File: config.mk
export PLATFORM = sky130hd
export DESIGN_NAME = regfile_wb_arbiter_flat
export DESIGN_NICKNAME = d
export VERILOG_FILES = /design/src/rtl/regfile_wb_arbiter_if.sv /design/src/rtl/regfile_wb_arbiter.sv /design/src/flat_wrapper.sv
export SDC_FILE = /design/constraint.sdc
export NUM_CORES = 1
export LEC_CHECK = 0
export BUFFER_PORTS_ARGS = -buffer_cell sky130_fd_sc_hd__buf_2
export CORE_MARGIN = 5
export CORE_UTILIZATION = 47
export DETAILED_ROUTE_END_ITERATION = 12
export PLACE_DENSITY = 0.79
export SYNTH_ARGS = -nofsm -noshare
export SYNTH_HDL_FRONTEND = slang
export SYNTH_SLANG_ARGS = --single-unit
File: constraint.sdc
create_clock -name clk -period 3.4 [get_ports clk]
set_input_delay 0.17 -clock clk [delete_from_list [all_inputs] [get_ports clk]]
set_output_delay 0.17 -clock clk [all_outputs]
set_load 0.1 [all_outputs]
File: src/rtl/regfile_wb_arbiter_if.sv
// Writeback bus: NUM_SRC requesting sources on one side, the two register_file write ports on the other.
// master = sources/register_file side, slave = the arbiter.
interface regfile_wb_arbiter_if #(
    parameter int NUM_SRC    = 4,
    parameter int DATA_WIDTH = 64
);
    typedef struct packed {
        logic [DATA_WIDTH-1:0] value;
    } data_t;

    typedef struct packed {
        logic  is_virtual;
        data_t data;
    } register_t;

    logic                    stall;
    logic [NUM_SRC-1:0]      src_valid;
    logic [NUM_SRC-1:0][4:0] src_addr;
    register_t [NUM_SRC-1:0] src_value;
    logic [NUM_SRC-1:0]      src_ready;

    logic [4:0]              write1;
    logic                    write1_enable;
    register_t               write1_value;
    logic [4:0]              write2;
    logic                    write2_enable;
    register_t               write2_value;

    modport master (
        output stall, src_valid, src_addr, src_value,
        input  src_ready,
        input  write1, write1_enable, write1_value,
        input  write2, write2_enable, write2_value
    );

    modport slave (
        input  stall, src_valid, src_addr, src_value,
        output src_ready,
        output write1, write1_enable, write1_value,
        output write2, write2_enable, write2_value
    );
endinterface

File: src/rtl/regfile_wb_arbiter.sv
// Round-robin writeback arbiter: up to two grants per cycle onto register_file write1/write2, never both to one address.
// Latency 1 cycle to the write ports; src_ready is combinational, low in reset/stall, and losers hold valid and retry.
module regfile_wb_arbiter #(
    parameter int NUM_SRC    = 4,
    parameter int DATA_WIDTH = 64
) (
    input  logic                clk,
    input  logic                rst,
    regfile_wb_arbiter_if.slave bus
);
    localparam int PTR_W = $clog2(NUM_SRC);

    typedef struct packed {
        logic [DATA_WIDTH-1:0] value;
    } data_t;

    typedef struct packed {
        logic  is_virtual;
        data_t data;
    } register_t;

    logic [PTR_W-1:0]   ptr;
    logic [PTR_W-1:0]   ptr_nxt;
    logic [PTR_W-1:0]   scan_idx;
    logic [PTR_W-1:0]   a_idx;
    logic [PTR_W-1:0]   b_idx;
    logic [PTR_W-1:0]   last_idx;
    logic [4:0]         a_addr;
    logic               a_vld;
    logic               b_vld;
    logic [NUM_SRC-1:0] ready;

    logic [4:0]         w1_addr;
    logic [4:0]         w2_addr;
    logic               w1_en;
    logic               w2_en;
    register_t          w1_dat;
    register_t          w2_dat;

    // Grant A is the first valid source from ptr; grant B the next one aimed at a different register.
    always_comb begin
        a_vld    = 1'b0;
        b_vld    = 1'b0;
        a_idx    = '0;
        b_idx    = '0;
        a_addr   = '0;
        scan_idx = '0;
        for (int k = 0; k < NUM_SRC; k++) begin
            scan_idx = PTR_W'((int'(ptr) + k) % NUM_SRC);
            if (rst && !bus.stall && bus.src_valid[scan_idx]) begin
                if (!a_vld) begin
                    a_vld  = 1'b1;
                    a_idx  = scan_idx;
                    a_addr = bus.src_addr[scan_idx];
                end else if (!b_vld && (bus.src_addr[scan_idx] != a_addr)) begin
                    b_vld = 1'b1;
                    b_idx = scan_idx;
                end
            end
        end
    end

    always_comb begin
        ready = '0;
        if (a_vld) ready[a_idx] = 1'b1;
        if (b_vld) ready[b_idx] = 1'b1;
    end

    assign last_idx = b_vld ? b_idx : a_idx;
    assign ptr_nxt  = PTR_W'((int'(last_idx) + 1) % NUM_SRC);

    always_ff @(posedge clk or negedge rst) begin
        if (!rst) begin
            ptr     <= '0;
            w1_en   <= 1'b0;
            w2_en   <= 1'b0;
            w1_addr <= '0;
            w2_addr <= '0;
            w1_dat  <= '0;
            w2_dat  <= '0;
        end else begin
            w1_en <= a_vld;
            w2_en <= b_vld;
            if (a_vld) begin
                w1_addr <= bus.src_addr[a_idx];
                w1_dat  <= bus.src_value[a_idx];
                ptr     <= ptr_nxt;
            end
            if (b_vld) begin
                w2_addr <= bus.src_addr[b_idx];
                w2_dat  <= bus.src_value[b_idx];
            end
        end
    end

    assign bus.src_ready     = ready;
    assign bus.write1        = w1_addr;
    assign bus.write1_enable = w1_en;
    assign bus.write1_value  = w1_dat;
    assign bus.write2        = w2_addr;
    assign bus.write2_enable = w2_en;
    assign bus.write2_value  = w2_dat;
endmodule

File: src/flat_wrapper.sv
// flat-port wrapper written by rule: the top's interface ports become plain ports
module regfile_wb_arbiter_flat 
#(
    parameter int NUM_SRC    = 4,
    parameter int DATA_WIDTH = 64
)
  (clk, rst, bus_stall, bus_src_valid, bus_src_addr, bus_src_value, bus_src_ready, bus_write1, bus_write1_enable, bus_write1_value, bus_write2, bus_write2_enable, bus_write2_value);
  regfile_wb_arbiter_if #(.NUM_SRC(NUM_SRC), .DATA_WIDTH(DATA_WIDTH)) bus_i ();
  input  logic clk;
  input  logic rst;
  input wire logic [$bits(bus_i.stall)-1:0] bus_stall;
  input wire logic [$bits(bus_i.src_valid)-1:0] bus_src_valid;
  input wire logic [$bits(bus_i.src_addr)-1:0] bus_src_addr;
  input wire logic [$bits(bus_i.src_value)-1:0] bus_src_value;
  output wire logic [$bits(bus_i.src_ready)-1:0] bus_src_ready;
  output wire logic [$bits(bus_i.write1)-1:0] bus_write1;
  output wire logic [$bits(bus_i.write1_enable)-1:0] bus_write1_enable;
  output wire logic [$bits(bus_i.write1_value)-1:0] bus_write1_value;
  output wire logic [$bits(bus_i.write2)-1:0] bus_write2;
  output wire logic [$bits(bus_i.write2_enable)-1:0] bus_write2_enable;
  output wire logic [$bits(bus_i.write2_value)-1:0] bus_write2_value;
  assign bus_i.stall = bus_stall;
  assign bus_i.src_valid = bus_src_valid;
  assign bus_i.src_addr = bus_src_addr;
  assign bus_i.src_value = bus_src_value;
  assign bus_src_ready = bus_i.src_ready;
  assign bus_write1 = bus_i.write1;
  assign bus_write1_enable = bus_i.write1_enable;
  assign bus_write1_value = bus_i.write1_value;
  assign bus_write2 = bus_i.write2;
  assign bus_write2_enable = bus_i.write2_enable;
  assign bus_write2_value = bus_i.write2_value;
  regfile_wb_arbiter #(.NUM_SRC(NUM_SRC), .DATA_WIDTH(DATA_WIDTH)) u_core (.clk(clk), .rst(rst), .bus(bus_i));
endmodule
* Word-level counts from Yosys, hierarchy flattened
Cells that the tools add are included.
** Storage, ports and cells
- Register bits after elaboration :: 144
- Bits in latches :: 0
- Bits in writable memories :: 0
- Bits in read-only memories :: 0
- Input port bits :: 287
- Output and inout port bits :: 146
- Logic and storage cells :: 102
- Memories kept :: 0
** Operators by class
- Add/sub/neg operators :: 4
- Multipliers :: 0
- Divide/modulo/power cells :: 0
- $lt $le $gt $ge :: 8
- Eq/ne operators :: 3
- Shift operators :: 0
- Multiplexer cells :: 65
- Bitwise operators :: 1
- Reduce and logical (&&, ||, !) cells :: 12
** Operators with widths (count)
- binary-select mux 65 bit (select 2 bit) :: 2
- two-way mux 65 bit :: 2
- binary-select mux 5 bit (select 2 bit) :: 6
- two-way mux 5 bit :: 11
- two-way mux 2 bit :: 17
- two-way mux 1 bit :: 19
- < comparator 2 x 3 -> 1 bit (second input constant) :: 6
- inequality test 5 bit :: 3
- logical AND 1 bit :: 9
- binary-select mux 1 bit (select 2 bit) :: 4
- two-way mux 4 bit :: 2
- adder 2 x 1 -> 2 bit (second input constant) :: 2
- adder 2 bit (second input constant) :: 2
- demux 1 bit (select 2 bit) :: 2
- >= comparator 2 x 1 -> 1 bit (second input constant) :: 2
- OR 4 bit :: 1
- zero test 1 bit :: 3

* Depth between registers and ports, before layout
- Depth after elaboration :: 24
- Depth in mapped cells :: 17
- Mapped depth without buffers :: 13

* Worst setup path after synthesis
No wires, ideal clock.
- Path kind :: register -> output
- Start :: register u_core.ptr[0]
- End :: output port bus_src_ready[1]
- Data arrival time :: 4.689 ns
- Data required time :: 3.230 ns
- Slack :: -1.459 ns
- Stages on the path, launching flop included :: 14
- Path buffers :: 4
- Path through :: dfrtp_1 buf_6 buf_6 mux2i_1 nor3_1 nor4_2 a21oi_1 or4b_1 o31a_1 a21o_1 mux4_2 buf_2 buf_2 o21ai_1
** On the way
- Longest elaborated chain between the ends :: 24
- Elaborated cells between the ends (all ways) :: 77
- Those cells by class :: 3 x add/sub; 4 x order compare; 3 x eq/ne; 56 x mux; 1 x bitwise; 10 x reduce/logical
** Ends and longest elaborated chain
- start, declared :: RTL line regfile_wb_arbiter.sv:22 : logic [PTR_W-1:0] ptr;
- start signal, assigned :: RTL line regfile_wb_arbiter.sv:87 : ptr <= ptr_nxt;
- parallel branches: the longest is 23 deep, another holds adder 2 x 1 -> 2 bit
- two-way mux 4 bit * :: RTL line regfile_wb_arbiter.sv:66 : if (b_vld) ready[b_idx] = 1'b1;
- end, declared :: RTL line flat_wrapper.sv:15 : output wire logic [$bits(bus_i.src_ready)-1:0] bus_src_ready;
Mark *: on every way between the ends. The select of a mux whose other input is x is not followed.

* Worst setup path in the final report
- Start :: register u_core.ptr[0]
- End :: output port bus_src_ready[3]
Same word-level chain as after synthesis.

==> flow_metrics.env <==
export IMPL_overflow=0
export IMPL_startpoint_type="flip-flop"
export IMPL_slew_limit_headroom_pct=32.2
export IMPL_critPathTopFamily="simple AND/OR/NAND/NOR gates"
export IMPL_netlist_instances=1643
export IMPL_synthSimpleGateAreaFrac_pct=20.5
export IMPL_sw_frac_of_total_pct=60.8
export IMPL_avgViaCountPerCell=6.06
export IMPL_skew_ps=9.17
export IMPL_critPathMaxFanout=7
export IMPL_synth_top_family_by_area="compound AO/OA/AOI/OAI gates"
export IMPL_drt_iter0_markers=1325
export IMPL_power_frac_seq_pct=13.9
export IMPL_die_w_um=171
export IMPL_outcome="finished with violations"
export IMPL_leakagePower_nw=8.90
export IMPL_place_congestion=0.898
export IMPL_end_kind="output pin"
export IMPL_yosys_area_share_xor_xnor_pct=0.859
export IMPL_fin_crit_sh_pct=131
export IMPL_hpwl_mm=38.0
export IMPL_synth_top_flop_cell="dfrtp_1"
export IMPL_io_pins=433
export IMPL_max_vdd_ir_drop_mv=0.893
export IMPL_power_density_mw_per_mm2=1250
export IMPL_syn_cell_area_mm2=0.0122
export IMPL_max_cap_violations=0
export IMPL_port_buffer_count=432
export IMPL_cts_max_path_buffers=2
export IMPL_n_fill_cell=2115
export IMPL_drc=0
export IMPL_wl_mm=52.5
export IMPL_cts_buffers=17
export IMPL_mostFrequentLayoutCells="nand2_1, buf_2, mux2i_1"
export IMPL_synth_cell_types=74
export IMPL_crit_type="flip-flop to output pin"
export IMPL_critPathBufInv=2
export IMPL_multi_input_area_mm2=0.00854
export IMPL_cts_htree_levels=4
export IMPL_fin_nets=2430
export IMPL_placementRows=59
export IMPL_grt_usage_pct=33.6
export IMPL_timing_critical_path_required_ps=3230
export IMPL_clockPowerShare_pct=8.9
export IMPL_synthMuxAreaShare_pct=18.1
export IMPL_synth_async_reset_ratio_pct=100
export IMPL_insertion_delay_ps=440
export IMPL_synth_nets=1931
export IMPL_rsz0062_at_grt="true"
export IMPL_critPathArrivalTime_ps=4280
export IMPL_antenna_left=0
export IMPL_cts_sinks=144
export IMPL_setup_viol=99
export IMPL_drive_gt1_share_pct=36.4
export IMPL_grt_pass1_vias=14595
export IMPL_area_delta_synth_final_pct=42.7
export IMPL_slowest_stage="mux4_4"
export IMPL_hold_path_class="input port to flip-flop"
export IMPL_ys_ff_latch=144
export IMPL_synth_edf_count=0
export IMPL_synth_adder_area_share_pct=0.184
export IMPL_violations="setup timing"
export IMPL_avgSynthCellArea_um2=7.45
export IMPL_p_sw_mw=13.2
export IMPL_power_frac_comb_pct=77.1
export IMPL_detail_route_wl_per_cell_um=21.1
export IMPL_finish_utilization_pct=67.6
export IMPL_ys_seq_area_share_pct=29.5
export IMPL_internal_power_mw=8.54
export IMPL_die_y_um=171
export IMPL_dieArea_mm2=0.0294
export IMPL_hold_viol_final=0
export IMPL_cts_tree="done"
export IMPL_total_power_mw=21.8
export IMPL_synth_warnings=0
export IMPL_worst_slew_pin_slew_ps=1020
export IMPL_clk_pin_slew_ps=80
export IMPL_fin_cells=2495
export IMPL_grt_pass1_wl_mm=78.8
export IMPL_slew_violations=0
export IMPL_grt_max_degree=73
export IMPL_worst_slack_ps=-1050
export IMPL_final_setup_tns_ps=-68110
export IMPL_synth_compound_area_share_pct=25.4
export IMPL_regArea_mm2=0.00361
export IMPL_final_common_cell="nand2_1"
export IMPL_root_buffer="clkbuf_16"
export IMPL_dr_pass1_iters=6
export IMPL_path_cells="buf_6, or3b_4, a211oi_4, o21ai_2, and3_1, or4b_4, o31a_1, a21o_1, mux4_4, nor2b_4, a21o_4, buf_12"
export IMPL_period_needed_ps=4450
export IMPL_critPathMaxStageDelay_ps=680
export IMPL_timing_fmax_ghz=0.224
export IMPL_vias=15124
export IMPL_start_util_pct=47.4
export IMPL_grt_antenna_before_repair=5
export IMPL_place_inst=2431
export IMPL_core_mm2=0.0258
-- tightest hold or removal path: stages --
cell and delay [ps]:
buf_2 90, mux2i_1 60, o21ai_1 110
-- registers in the layout, summed over array words and instances, names as in the netlist --
signal / flops
u_core.bus.write2: 5
u_core.bus.write1_enable: 1
u_core.bus.write1: 5
u_core.bus.write2_value: 65
u_core.bus.write2_enable: 1
u_core.ptr: 2
u_core.bus.write1_value: 65
-- logic make-up after synthesis --
kind of cell,after synthesis
buf+inv,154
simple gates,607
flops,144
xor+xnor,12
compound gates,515
fa+ha+maj,2
mux,209
-- cells in the mapped netlist, types with 7 or more instances --
library cell / count / area, um^2
clkbuf_1: 103 / 387
buf_2: 27 / 135
nor2_1: 92 / 345
mux2i_1: 162 / 1620
a21oi_1: 157 / 786
a221oi_1: 36 / 315
a22o_1: 7 / 61.3
nand2_1: 447 / 1680
buf_6: 7 / 78.8
and3_1: 13 / 81.3
mux2_2: 40 / 450
dfrtp_1: 144 / 3600
xnor2_1: 9 / 78.8
a22oi_1: 72 / 541
o21ai_1: 53 / 265
o21ai_0: 138 / 691
-- per-layer routing --
metal	part of all wire [%]	vias to the layer above	track usage [%]
li1	-	6852	-
met1	37	7158	41.0
met2	48	909	56.5
met3	9.7	201	7.49
met4	5.3	4	15.7
met5	0.051	-	0
-- cell type report --
| class | instances | share of cell area (%) |
|---|---|---|
| Clock buffer | 18 | 2.46 |
| Sequential cell | 144 | 20.7 |
| Multi-Input combinational cell | 1346 | 48.9 |
| Inverter | 8 | 0.201 |
| Antenna cell | 5 | 0.0717 |
| Clock inverter | 14 | 0.860 |
| Tap cell | 335 | 2.40 |
| Timing Repair Buffer | 625 | 24.5 |
-- stage by stage --
step	instance area, um^2	worst slack, ps	hold WS [ps]
after detailed placement	16100	-846	158
after global placement	16100	-798	161
after floorplan	12500	-563	-126
final	17500	-1050	24.0
after global routing	17500	-1200	19.4
after CTS	17200	-1040	15.7
-- power groups by stage --
stage	Combinational (mW)	Sequential [mW]	Clock, mW
3_5_place_dp	15.7	3.05	0
6_report	16.8	3.03	1.94
3_3_place_gp	15.5	3.04	0
5_1_grt	17.6	3.11	2.04
2_1_floorplan	6.03	8.68	0
4_1_cts	16.3	3.01	1.96
-- final timing paths --
check / start / endpoint / slack [ps] / depth (start not counted)
setup / recovery: u_core.ptr[0] / bus_src_ready[3] / -1050 / 12
hold / removal: bus_src_value[107] / u_core.bus.write2_value[42] / 20 / 3
setup reg to reg: u_core.ptr[0] / u_core.bus.write2[0] / -950 / 15
hold reg to reg: u_core.bus.write1_value[55] / u_core.bus.write1_value[55] / 480 / 2
max in group asynchronous: rst / u_core.bus.write2_value[35] / 1840 / 4
min in group asynchronous: rst / u_core.ptr[1] / 110 / 4
-- what timing repair did --
item | 4_1_cts | 5_1_grt
buffers inserted | 18 | 5
endpoints found under the hold margin | 18 | 0
gates cloned | 2 | 1
endpoints found under the setup margin | 146 | 146
gates resized for setup | 63 | 87
pin swaps | 18 | 5
hold buffers | 1 | 0
Note: power is estimated with default switching activity, not from simulation.
